File: src/rtl/regfile_access_ctrl.sv
// Port sequencer for the 36-entry register file. After reset it zeroes every
// writable entry, then arbitrates between the core and a single-outstanding debug port.
module regfile_access_ctrl #(
  parameter int NUM_REGS       = 36,
  parameter bit CLEAR_ON_RESET = 1'b1
) (
  input  logic        clk,
  input  logic        reset_i,
  input  logic        core_wr_en_i,
  input  logic [5:0]  core_wr_sel_i,
  input  logic [31:0] core_wr_data_i,
  input  logic [5:0]  core_rd1_sel_i,
  input  logic [5:0]  core_rd2_sel_i,
  output logic        core_stall_o,
  input  logic        dbg_req_i,
  input  logic        dbg_we_i,
  input  logic [5:0]  dbg_sel_i,
  input  logic [31:0] dbg_wdata_i,
  output logic        dbg_ack_o,
  output logic [31:0] dbg_rdata_o,
  output logic [31:0] rf_in_o,
  output logic [5:0]  rf_in_sel_o,
  output logic        rf_in_en_o,
  output logic [5:0]  rf_out1_sel_o,
  output logic [5:0]  rf_out2_sel_o,
  input  logic [31:0] rf_out1_i
);

  localparam logic [5:0] LAST_SEL   = 6'(NUM_REGS - 1);
  localparam logic [6:0] NUM_REGS_W = 7'(NUM_REGS);

  typedef enum logic [2:0] {
    ST_CLEAR   = 3'd0,
    ST_IDLE    = 3'd1,
    ST_ACCESS  = 3'd2,
    ST_CAPTURE = 3'd3,
    ST_ACK     = 3'd4
  } state_t;

  state_t      state_reg;
  logic [5:0]  clr_cnt_reg;
  logic        dbg_we_reg;
  logic [5:0]  dbg_sel_reg;
  logic [31:0] dbg_wdata_reg;
  logic [31:0] dbg_rdata_reg;
  logic        dbg_sel_ok;

  // x0 and anything beyond the last entry are not reachable from the debug port.
  assign dbg_sel_ok = (dbg_sel_reg != 6'd0) && ({1'b0, dbg_sel_reg} < NUM_REGS_W);

  always_ff @(posedge clk or posedge reset_i) begin
    if (reset_i) begin
      if (CLEAR_ON_RESET) begin
        state_reg <= ST_CLEAR;
      end else begin
        state_reg <= ST_IDLE;
      end
      clr_cnt_reg   <= 6'd1;
      dbg_we_reg    <= 1'b0;
      dbg_sel_reg   <= 6'd0;
      dbg_wdata_reg <= 32'd0;
      dbg_rdata_reg <= 32'd0;
    end else begin
      case (state_reg)
        ST_CLEAR: begin
          clr_cnt_reg <= clr_cnt_reg + 6'd1;
          if (clr_cnt_reg == LAST_SEL) begin
            state_reg <= ST_IDLE;
          end
        end
        ST_IDLE: begin
          if (dbg_req_i) begin
            dbg_we_reg    <= dbg_we_i;
            dbg_sel_reg   <= dbg_sel_i;
            dbg_wdata_reg <= dbg_wdata_i;
            state_reg     <= ST_ACCESS;
          end
        end
        ST_ACCESS: begin
          state_reg <= ST_CAPTURE;
        end
        ST_CAPTURE: begin
          // Read data launched in ACCESS is on rf_out1_i during this cycle.
          if (!dbg_we_reg) begin
            dbg_rdata_reg <= dbg_sel_ok ? rf_out1_i : 32'd0;
          end
          state_reg <= ST_ACK;
        end
        ST_ACK: begin
          state_reg <= ST_IDLE;
        end
        default: begin
          state_reg <= ST_IDLE;
        end
      endcase
    end
  end

  always_comb begin
    rf_in_o       = 32'd0;
    rf_in_sel_o   = 6'd0;
    rf_in_en_o    = 1'b0;
    rf_out1_sel_o = dbg_sel_reg;
    case (state_reg)
      ST_CLEAR: begin
        rf_in_en_o  = 1'b1;
        rf_in_sel_o = clr_cnt_reg;
      end
      ST_IDLE: begin
        rf_in_en_o    = core_wr_en_i;
        rf_in_sel_o   = core_wr_sel_i;
        rf_in_o       = core_wr_data_i;
        rf_out1_sel_o = core_rd1_sel_i;
      end
      ST_ACCESS: begin
        if (dbg_we_reg) begin
          rf_in_en_o  = dbg_sel_ok;
          rf_in_sel_o = dbg_sel_reg;
          rf_in_o     = dbg_wdata_reg;
        end
      end
      default: begin
        rf_in_en_o = 1'b0;
      end
    endcase
    // The write port must stay quiet for the whole time reset is held.
    if (reset_i) begin
      rf_in_en_o = 1'b0;
    end
  end

  assign core_stall_o  = (state_reg != ST_IDLE);
  assign dbg_ack_o     = (state_reg == ST_ACK);
  assign dbg_rdata_o   = dbg_rdata_reg;
  assign rf_out2_sel_o = core_rd2_sel_i;

endmodule

File: config.mk
export PLATFORM = sky130hd
export DESIGN_NAME = regfile_access_ctrl
export DESIGN_NICKNAME = d
export VERILOG_FILES = /design/src/rtl/regfile_access_ctrl.sv
export SDC_FILE = /design/constraint.sdc
export NUM_CORES = 1
export LEC_CHECK = 0
export ABC_AREA = 1
export BUFFER_PORTS_ARGS = -buffer_cell sky130_fd_sc_hd__buf_2
export CAP_MARGIN = 30
export CORE_MARGIN = 1
export CORE_UTILIZATION = 41
export CTS_CLUSTER_DIAMETER = 80
export DETAILED_ROUTE_END_ITERATION = 8
export PLACE_DENSITY = 0.77
export SLEW_MARGIN = 20
export SYNTH_ARGS = -nofsm -noshare
export SYNTH_HDL_FRONTEND = slang
export SYNTH_SLANG_ARGS = --single-unit
File: constraint.sdc
create_clock -name clk -period 2.1 [get_ports clk]
set_clock_uncertainty 0.1 [all_clocks]
set_input_delay 0.105 -clock clk [delete_from_list [all_inputs] [get_ports clk]]
set_output_delay 0.105 -clock clk [all_outputs]
set_load 0.005 [all_outputs]
==> flow_summary.json, run 1 <==
{
  "status": "completed",
  "cts_sinks": 80,
  "max_stage_delay_ns": 0.38,
  "syn_inst": 456,
  "max-cap-violations": 0,
  "avgRoutedWirePerCell_um": 15.5,
  "h-tree-depth": 3,
  "portBuffers": 197,
  "clk_pin_slew_ns": 0.09,
  "power.density_nw_per_um2": 1270,
  "crit_family": "buffers and inverters",
  "gp_congestion": 0.840,
  "min_path_type": "input pin to flip-flop",
  "dieArea_um2": 9830,
  "worst_setup_path_end_kind": "output port",
  "finalCritPeriodShare_pct": 93.2,
  "synth_mux_area_share_pct": 0,
  "max_slew.worst_pin.slew_ns": 0.586,
  "synth_largest_area_cell": "dfrtp_1",
  "max_slew_margin_pct": 60.8,
  "synth_xor_area_share_pct": 0.679,
  "drcViolationCount": 0,
  "static-leakage-power_nw": 3.05,
  "synth_area_leaders": "dfrtp_1 (51%), nand2_1 (13%), nand3_1 (9.3%), a22o_1 (6.6%), o21ai_1 (3.9%)",
  "die_h_um": 99.2,
  "yosysWarnings": 0,
  "start_util_pct": 42.1,
  "clockBufferDepth": 2,
  "synth-simple-area-share_pct": 26.3,
  "fin_crit_ns": 1.96,
  "crit_chain": "inv_2 > nand2_2 > nor2_4 > buf_4 > nand2_1 > o21ai_0 > buf_2",
  "synth_compound_area_share_pct": 14.1,
  "vias_per_cell": 5.22,
  "ios": 210,
  "cp-start-kind": "flip-flop",
  "maxSlewViolCount": 0,
  "vias": 4309,
  "fin_hold_ws_ns": 0.0188,
  "antenna_found_initial": 0,
  "max_clock_freq_mhz": 511,
  "synthArstFlopShare_pct": 100,
  "grt_max_degree": 81,
  "synth.distinct_cells": 26,
  "routed_wl_um": 12800,
  "setup_violations": 0,
  "drive_above_1_share_pct": 32.8,
  "syn_nets": 582,
  "avgSynthCellArea_um2": 8.49,
  "synth_edf_count": 0,
  "ys_ff_latch": 80,
  "cp_max_fo": 16,
  "grt_pass1_wl_um": 20000,
  "required_ns": 1.89,
  "finalSetupTns_ns": 0,
  "synthAdderAreaFrac_pct": 0.323,
  "multiInputGateArea_um2": 1600,
  "worstPathBufferInverterCount": 3,
  "netlist.area_leader.share_pct": 51.1,
  "synthFlopType": "dfrtp_1",
  "cp.arrival_ns": 1.75,
  "die_w_um": 99.2,
  "rows": 35,
  "nFillCells": 770,
  "drtAntennaViolNets": 0,
  "antenna_cells": 0,
  "cts_buffers": 9,
  "nets": 835,
  "worstSkewPairLatency_ns": 0.34,
  "pre_cts_slack_ns": 0.411,
  "regArea_um2": 2000,
  "cts-root-buf": "clkbuf_8",
  "setup_ws_ns": 0.144,
  "drt_iter0_drc": 143,
  "post-synth-top-count-cell": "nand2_1",
  "synth-seq-area-share_pct": 51.8,
  "syn_area_um2": 3870,
  "synthTopCellsByCount": "nand2_1 (138), dfrtp_1 (79), nand3_1 (72), o21ai_1 (30), a22o_1 (29)",
  "grt_pass1_vias": 4269,
  "rsz0062_at_grt": "no",
  "synth_top_family_by_area": "simple AND/OR/NAND/NOR gates",
  "grt_usage_pct": 26.1,
  "grt_overflow_total": 0,
  "cts_tree": "built",
  "design.core.area_um2": 9200,
  "hold_viol": 0,
  "hpwl_um": 7990,
  "slowest_stage": "dfrtp_1",
  "worstSetupPathType": "flip-flop to output port",
  "syn_to_final_growth_pct": 50.4,
  "drt_first_pass_iters": 5,
  "vdd_drop_max_v": 0.000560
}
cells by family after synthesis:
group	count (synthesis)
AO/OA/AOI/OAI	84
XOR/XNOR	3
AND/OR/NAND/NOR	235
adder cells (fa/ha/maj)	1
flip-flops	80
buffers and inverters	53
layout by cell type (no fill, tap or decap), drive strengths merged, types with 5 or more instances in the layout:
| master | count |
|---|---|
| buf | 207 |
| nand2 | 141 |
| dfrtp | 79 |
| nand3 | 72 |
| dlygate4sd3 | 72 |
| o21ai | 39 |
| a22o | 29 |
| nor2 | 17 |
| inv | 14 |
| clkbuf | 12 |
| a21oi | 10 |
| o211ai | 5 |
worst reg2reg max path: cells and delay by family (launching register included):
| kind | cells | cell delay, ns |
|---|---|---|
| and+or+nand+nor | 4 | 0.75 |
| DFF | 1 | 0.38 |
| buffers and inverters | 2 | 0.27 |
| AOI/OAI and AO/OA | 1 | 0.06 |
what timing repair did:
action                                  4_1_cts  5_1_grt
hold endpoints to repair                    150        0
hold buffers                                 72        0
buffers inserted                              0        1
endpoints found under the setup margin        0       45
gates resized for setup                       0        1
metrics by stage:
| stage | total power, mW | utilization [%] | std cells | instance area, um^2 |
|---|---|---|---|---|
| after CTS | 7.35 | 63.2 | 824 | 5810 |
| after global routing | 7.99 | 63.3 | 825 | 5820 |
| after floorplan | 4.78 | - | 456 | 3870 |
| after global placement | 6.02 | 53.3 | 736 | 4900 |
| after detailed placement | 6.16 | 53.3 | 736 | 4900 |
| final | 7.39 | 63.3 | 825 | 5820 |
routing by layer:
| layer | up-vias | routed length, um | track usage, % |
|---|---|---|---|
| met1 | 2015 | 5200 | 29.2 |
| met2 | 214 | 6310 | 47.0 |
| met5 | - | 0 | 0 |
| li1 | 2041 | - | - |
| met4 | 0 | 397 | 12.9 |
| met3 | 39 | 890 | 5.62 |
power breakdown:
part	internal (mW)	switching, mW	total (mW)
clock network	0.525	0.549	1.07
registers	2.27	0.479	2.75
logic	1.54	2.03	3.56
area by class of cell:
class | instances | area share (%)
clock buffer | 12 | 2.84
clock inverter | 4 | 0.473
inverter | 16 | 1.10
multi-input combinational | 323 | 27.5
sequential | 80 | 34.4
tap | 111 | 2.39
timing repair buffer | 279 | 31.3
worst paths after layout:
check	from	endpoint	slack [ns]	depth (start not counted)
max in group asynchronous	reset_i	state_reg[1]$_DFFE_PP0P_	1.19	4
min reg2reg	dbg_wdata_reg[4]$_DFFE_PP0P_	dbg_wdata_reg[4]$_DFFE_PP0P_	0.38	2
max reg2reg	state_reg[2]$_DFFE_PP0P_	dbg_wdata_reg[2]$_DFFE_PP0P_	0.39	7
min in group asynchronous	reset_i	clr_cnt_reg[1]$_DFFE_PP0N_	0.34	4
max	state_reg[2]$_DFFE_PP0P_	rf_out1_sel_o[3]	0.14	7
min	dbg_req_i	dbg_sel_reg[0]$_DFFE_PP0P_	0.02	3
(Power assumes the default switching activity.)
==> run 2, diff against run 1 <==
CORE_ASPECT_RATIO = 1.2   (was default)
RECOVER_POWER = 100   (was default)
==> flow_summary.json, run 2 (synthesis results as in run 1) <==
{
  "hpwl_um": 7540,
  "nFillCells": 770,
  "rows": 38,
  "cp-start-kind": "flip-flop",
  "r2r_cells": 6,
  "static-leakage-power_nw": 2.94,
  "maxSlewViolCount": 0,
  "grt_overflow_total": 0,
  "max-cap-violations": 0,
  "grt_pass1_vias": 4215,
  "pwr-share-comb_pct": 47.0,
  "p_switching_mw": 3.00,
  "avgRoutedWirePerCell_um": 14.7,
  "r2r-start": "state_reg[2]$_DFFE_PP0P_",
  "max_clock_freq_mhz": 503,
  "drtAntennaViolNets": 0,
  "design.core.area_um2": 9080,
  "fin_crit_ns": 1.99,
  "die_h_um": 108,
  "finalSetupTns_ns": 0,
  "clk_pin_slew_ns": 0.08,
  "critPathCapture": "rf_in_o[6]",
  "clockBufferDepth": 2,
  "die_w_um": 90.7,
  "regArea_um2": 2000,
  "multiInputGateArea_um2": 1590,
  "drt_iter0_drc": 246,
  "vdd_drop_max_v": 0.000731,
  "portBuffers": 197,
  "setup_violations": 0,
  "final_common_cell": "buf_2",
  "drive_above_1_share_pct": 26.7,
  "worstSkewPairLatency_ns": 0.35,
  "clkPwrFrac_pct": 15.5,
  "antenna_cells": 0,
  "post-route-util_pct": 63.9,
  "routed_wl_um": 12300,
  "start_util_pct": 42.6,
  "crit_start": "state_reg[2]$_DFFE_PP0P_",
  "swShare_pct": 40.7,
  "status": "completed",
  "rsz0062_at_grt": "no",
  "vias": 4260,
  "max_slew_margin_pct": 29.8,
  "vias_per_cell": 5.08,
  "grt_pass1_wl_um": 19600,
  "syn_to_final_growth_pct": 49.9,
  "instances_no_fill": 838,
  "dp.cells": 746,
  "cts_sinks": 80,
  "ios": 210,
  "worst_setup_path_end_kind": "output port",
  "dieArea_um2": 9830,
  "nets": 839,
  "drcViolationCount": 0,
  "max_slew.worst_pin.slew_ns": 1.05,
  "antenna_found_initial": 0,
  "cp.arrival_ns": 1.78,
  "grt_max_degree": 47,
  "gp_congestion": 0.803,
  "hold_viol": 0,
  "finalCritPeriodShare_pct": 94.7,
  "h-tree-depth": 3,
  "r2r_end": "dbg_rdata_o[3]$_DFFE_PP0P_",
  "rrSetupSlack_ns": 0.24,
  "cts_buffers": 9,
  "layout_common_cells": "buf_2 (154), nand2_1 (138), dfrtp_1 (79)",
  "cts_tree": "built",
  "drt_first_pass_iters": 5,
  "cp_max_fo": 22,
  "placed_cell_area_um2": 4920,
  "min_path_type": "input pin to flip-flop",
  "seq_power_share_pct": 37.6,
  "cts-root-buf": "clkbuf_8",
  "internal_power_mw": 4.36,
  "worstSetupPathType": "flip-flop to output port",
  "finish.instance_area_um2": 5800,
  "power.density_nw_per_um2": 1270,
  "required_ns": 1.89,
  "grt_usage_pct": 25.0
}
## run 2: worst min path at each step
stage / from / to / slack, ns / depth (start not counted)
6_report: dbg_req_i / dbg_wdata_reg[7]$_DFFE_PP0P_ / 0.08 / 3
5_1_grt: dbg_req_i / dbg_sel_reg[1]$_DFFE_PP0P_ / 0.08 / 3
4_1_cts: dbg_req_i / dbg_wdata_reg[5]$_DFFE_PP0P_ / 0.06 / 3
3_5_place_dp: reset_i / clr_cnt_reg[1]$_DFFE_PP0N_ / -0.05 / 2
3_3_place_gp: reset_i / clr_cnt_reg[1]$_DFFE_PP0N_ / -0.06 / 2
2_1_floorplan: reset_i / rf_in_en_o / 0.14 / 1
## run 2: power by group through the flow
stage	clock network, mW	logic (mW)	registers [mW]
2_1_floorplan	0	2.10	2.68
3_3_place_gp	0	3.24	2.73
3_5_place_dp	0	3.35	2.75
4_1_cts	1.17	3.45	2.74
5_1_grt	1.22	3.88	2.84
6_report	1.14	3.46	2.76
## run 2: cell type report
| cell class | count | share of cell area [%] |
|---|---|---|
| tap | 120 | 2.59 |
| clock inverter | 3 | 0.690 |
| sequential | 80 | 34.5 |
| clock buffer | 13 | 2.74 |
| timing repair buffer | 283 | 30.9 |
| inverter | 16 | 1.06 |
| multi-input combinational | 323 | 27.5 |
## run 2: metrics by stage
| stage | worst slack (ns) | hold slack, ns | total power [mW] |
|---|---|---|---|
| floorplan | 0.722 | 0.138 | 4.78 |
| global placement | 0.457 | -0.0604 | 5.97 |
| detailed placement | 0.378 | -0.0507 | 6.10 |
| CTS | 0.0275 | 0.0557 | 7.36 |
| global route | 0.0278 | 0.0847 | 7.93 |
| finish | 0.112 | 0.0774 | 7.36 |
## run 2: repair_timing
action,4_1_cts,5_1_grt
hold endpoints to repair,151,0
setup endpoints to repair,0,29
buffers inserted,0,3
resized for setup,0,2
hold buffers,72,0
## run 2: per-layer routing
metal | wire [um] | GRT usage (%)
met5 | 0 | 0
met4 | 243 | 11.8
met3 | 941 | 4.78
met2 | 6320 | 44.3
met1 | 4830 | 29.3
## run 2: worst max-delay path: stages (launching register included)
cell and delay, ns:
dfrtp_1 0.38, inv_2 0.11, nand2_2 0.10, nor2_4 0.21, clkbuf_1 0.18, clkbuf_16 0.20
a22o_1 0.14, buf_2 0.10
==> run 3, diff against run 2 <==
GPL_TIMING_DRIVEN = 0   (was default)
==> flow_summary.json, run 3 (synthesis results as in run 1) <==
{
  "cts_tree": "built",
  "crit_chain": "inv_2 > nand2_1 > nor2_4 > clkbuf_4 > a22o_1 > clkbuf_2",
  "routed_wl_um": 13100,
  "design.core.area_um2": 9080,
  "avgRoutedWirePerCell_um": 15.0,
  "hpwl_um": 8790,
  "max_slew.worst_pin.slew_ns": 1.38,
  "dieArea_um2": 9830,
  "grt_pass1_vias": 4426,
  "cts_sinks": 80,
  "min_path_type": "input pin to flip-flop",
  "syn_to_final_growth_pct": 54.1,
  "vdd_drop_max_v": 0.000637,
  "drt_first_pass_iters": 5,
  "pre_cts_slack_ns": 0.322,
  "max-cap-violations": 0,
  "setup_violations": 0,
  "vias": 4479,
  "final_common_cell": "buf_2",
  "r2r-start": "state_reg[2]$_DFFE_PP0P_",
  "nFillCells": 780,
  "finalSetupTns_ns": 0,
  "ios": 210,
  "status": "completed",
  "vias_per_cell": 5.14,
  "start_util_pct": 42.6,
  "antenna_found_initial": 0,
  "clockBufferDepth": 2,
  "die_h_um": 108,
  "drt_iter0_drc": 212,
  "post-route-util_pct": 65.7,
  "top_layer_used": "met4",
  "rows": 38,
  "gp_congestion": 0.866,
  "met1_length_um": 5120,
  "cts-root-buf": "clkbuf_8",
  "max_stage_delay_ns": 0.38,
  "portBuffers": 202,
  "cts_buffers": 9,
  "h-tree-depth": 3,
  "cp.arrival_ns": 1.79,
  "grt_max_degree": 34,
  "cp_max_fo": 10,
  "nets": 872,
  "grt_usage_pct": 26.4,
  "min-delay-start": "dbg_req_i",
  "max_clock_freq_mhz": 500,
  "crit_start": "state_reg[2]$_DFFE_PP0P_",
  "die_w_um": 90.7,
  "wl_met2_um": 6840,
  "grt_pass1_wl_um": 20500,
  "crit_family": "buffers and inverters",
  "clk_pin_slew_ns": 0.08,
  "fin_crit_ns": 2.00,
  "required_ns": 1.89,
  "power.density_nw_per_um2": 1270,
  "cp-start-kind": "flip-flop",
  "static-leakage-power_nw": 3.03,
  "maxSlewViolCount": 0,
  "max_slew_margin_pct": 7.38,
  "slowest_stage": "dfrtp_1",
  "worst_setup_path_end_kind": "output port",
  "grt_overflow_total": 0,
  "wl_met3_um": 865,
  "worstPathBufferInverterCount": 3,
  "drcViolationCount": 0,
  "setup_ws_ns": 0.101,
  "rsz0062_at_grt": "no",
  "worstSkewPairLatency_ns": 0.35,
  "finalCritPeriodShare_pct": 95.2,
  "antenna_cells": 0,
  "hold_viol": 0,
  "drtAntennaViolNets": 0,
  "drive_above_1_share_pct": 28.8,
  "layout_common_cells": "buf_2 (161), nand2_1 (141), dfrtp_1 (78)",
  "worstSetupPathType": "flip-flop to output port"
}
## run 3: what timing repair did
action,4_1_cts,5_1_grt
hold buffers,72,0
gates cloned,0,0
setup buffers,2,1
resized for setup,2,10
pin swaps,1,2
endpoints found under the hold margin,98,0
endpoints found under the setup margin,17,45
## run 3: layout make-up
| type | instances | area (um^2) | area share [%] |
|---|---|---|---|
| sequential | 80 | 2000 | 33.6 |
| inverter | 16 | 65.1 | 1.09 |
| timing repair buffer | 279 | 1720 | 28.9 |
| multi-input combinational | 323 | 1580 | 26.5 |
| clock inverter | 6 | 82.6 | 1.39 |
| tap | 120 | 150 | 2.52 |
| clock buffer | 10 | 138 | 2.31 |
| buffer | 37 | 219 | 3.67 |
## run 3: worst register-to-register path: stages (launching register included)
cell	delay [ns]
dfrtp_1	0.38
inv_2	0.10
nand2_1	0.13
nor2_4	0.26
clkbuf_1	0.16
nand2_1	0.25
clkbuf_2	0.29
nor2_1	0.12
a21oi_1	0.05
## run 3: report_power, final
group / switching, mW / internal (mW)
Combinational: 2.10 / 1.49
Sequential: 0.478 / 2.27
Clock: 0.552 / 0.696
## run 3: metrics by stage
stage          instances  hold slack (ns)  cell area, um^2  power (mW)
2_1_floorplan        456            0.138             3870        4.78
3_3_place_gp         778            0.241             5030        6.11
3_5_place_dp         780            0.163             5080        6.25
4_1_cts              870            0.112             6040        7.64
5_1_grt              871            0.142             5960        8.14
6_report             871           0.0961             5960        7.59
## run 3: worst paths after layout
check | slack, ns | cells after the start | end
worst max-delay path | 0.10 | 6 | rf_in_o[22]
worst min-delay path | 0.1 | 3 | dbg_sel_reg[4]$_DFFE_PP0P_
worst max register to register | 0.16 | 8 | dbg_wdata_reg[0]$_DFFE_PP0P_
worst min register to register | 0.38 | 2 | dbg_wdata_reg[4]$_DFFE_PP0P_
max in group asynchronous | 0.26 | 4 | state_reg[1]$_DFFE_PP0P_
min in group asynchronous | 0.55 | 3 | dbg_wdata_reg[8]$_DFFE_PP0P_
## run 3: per-layer routing
layer / up-vias / track usage, %
met3: 26 / 4.22
met5: - / 0
li1: 2115 / -
met1: 2124 / 29.7
met2: 214 / 49.0
met4: 0 / 11.9
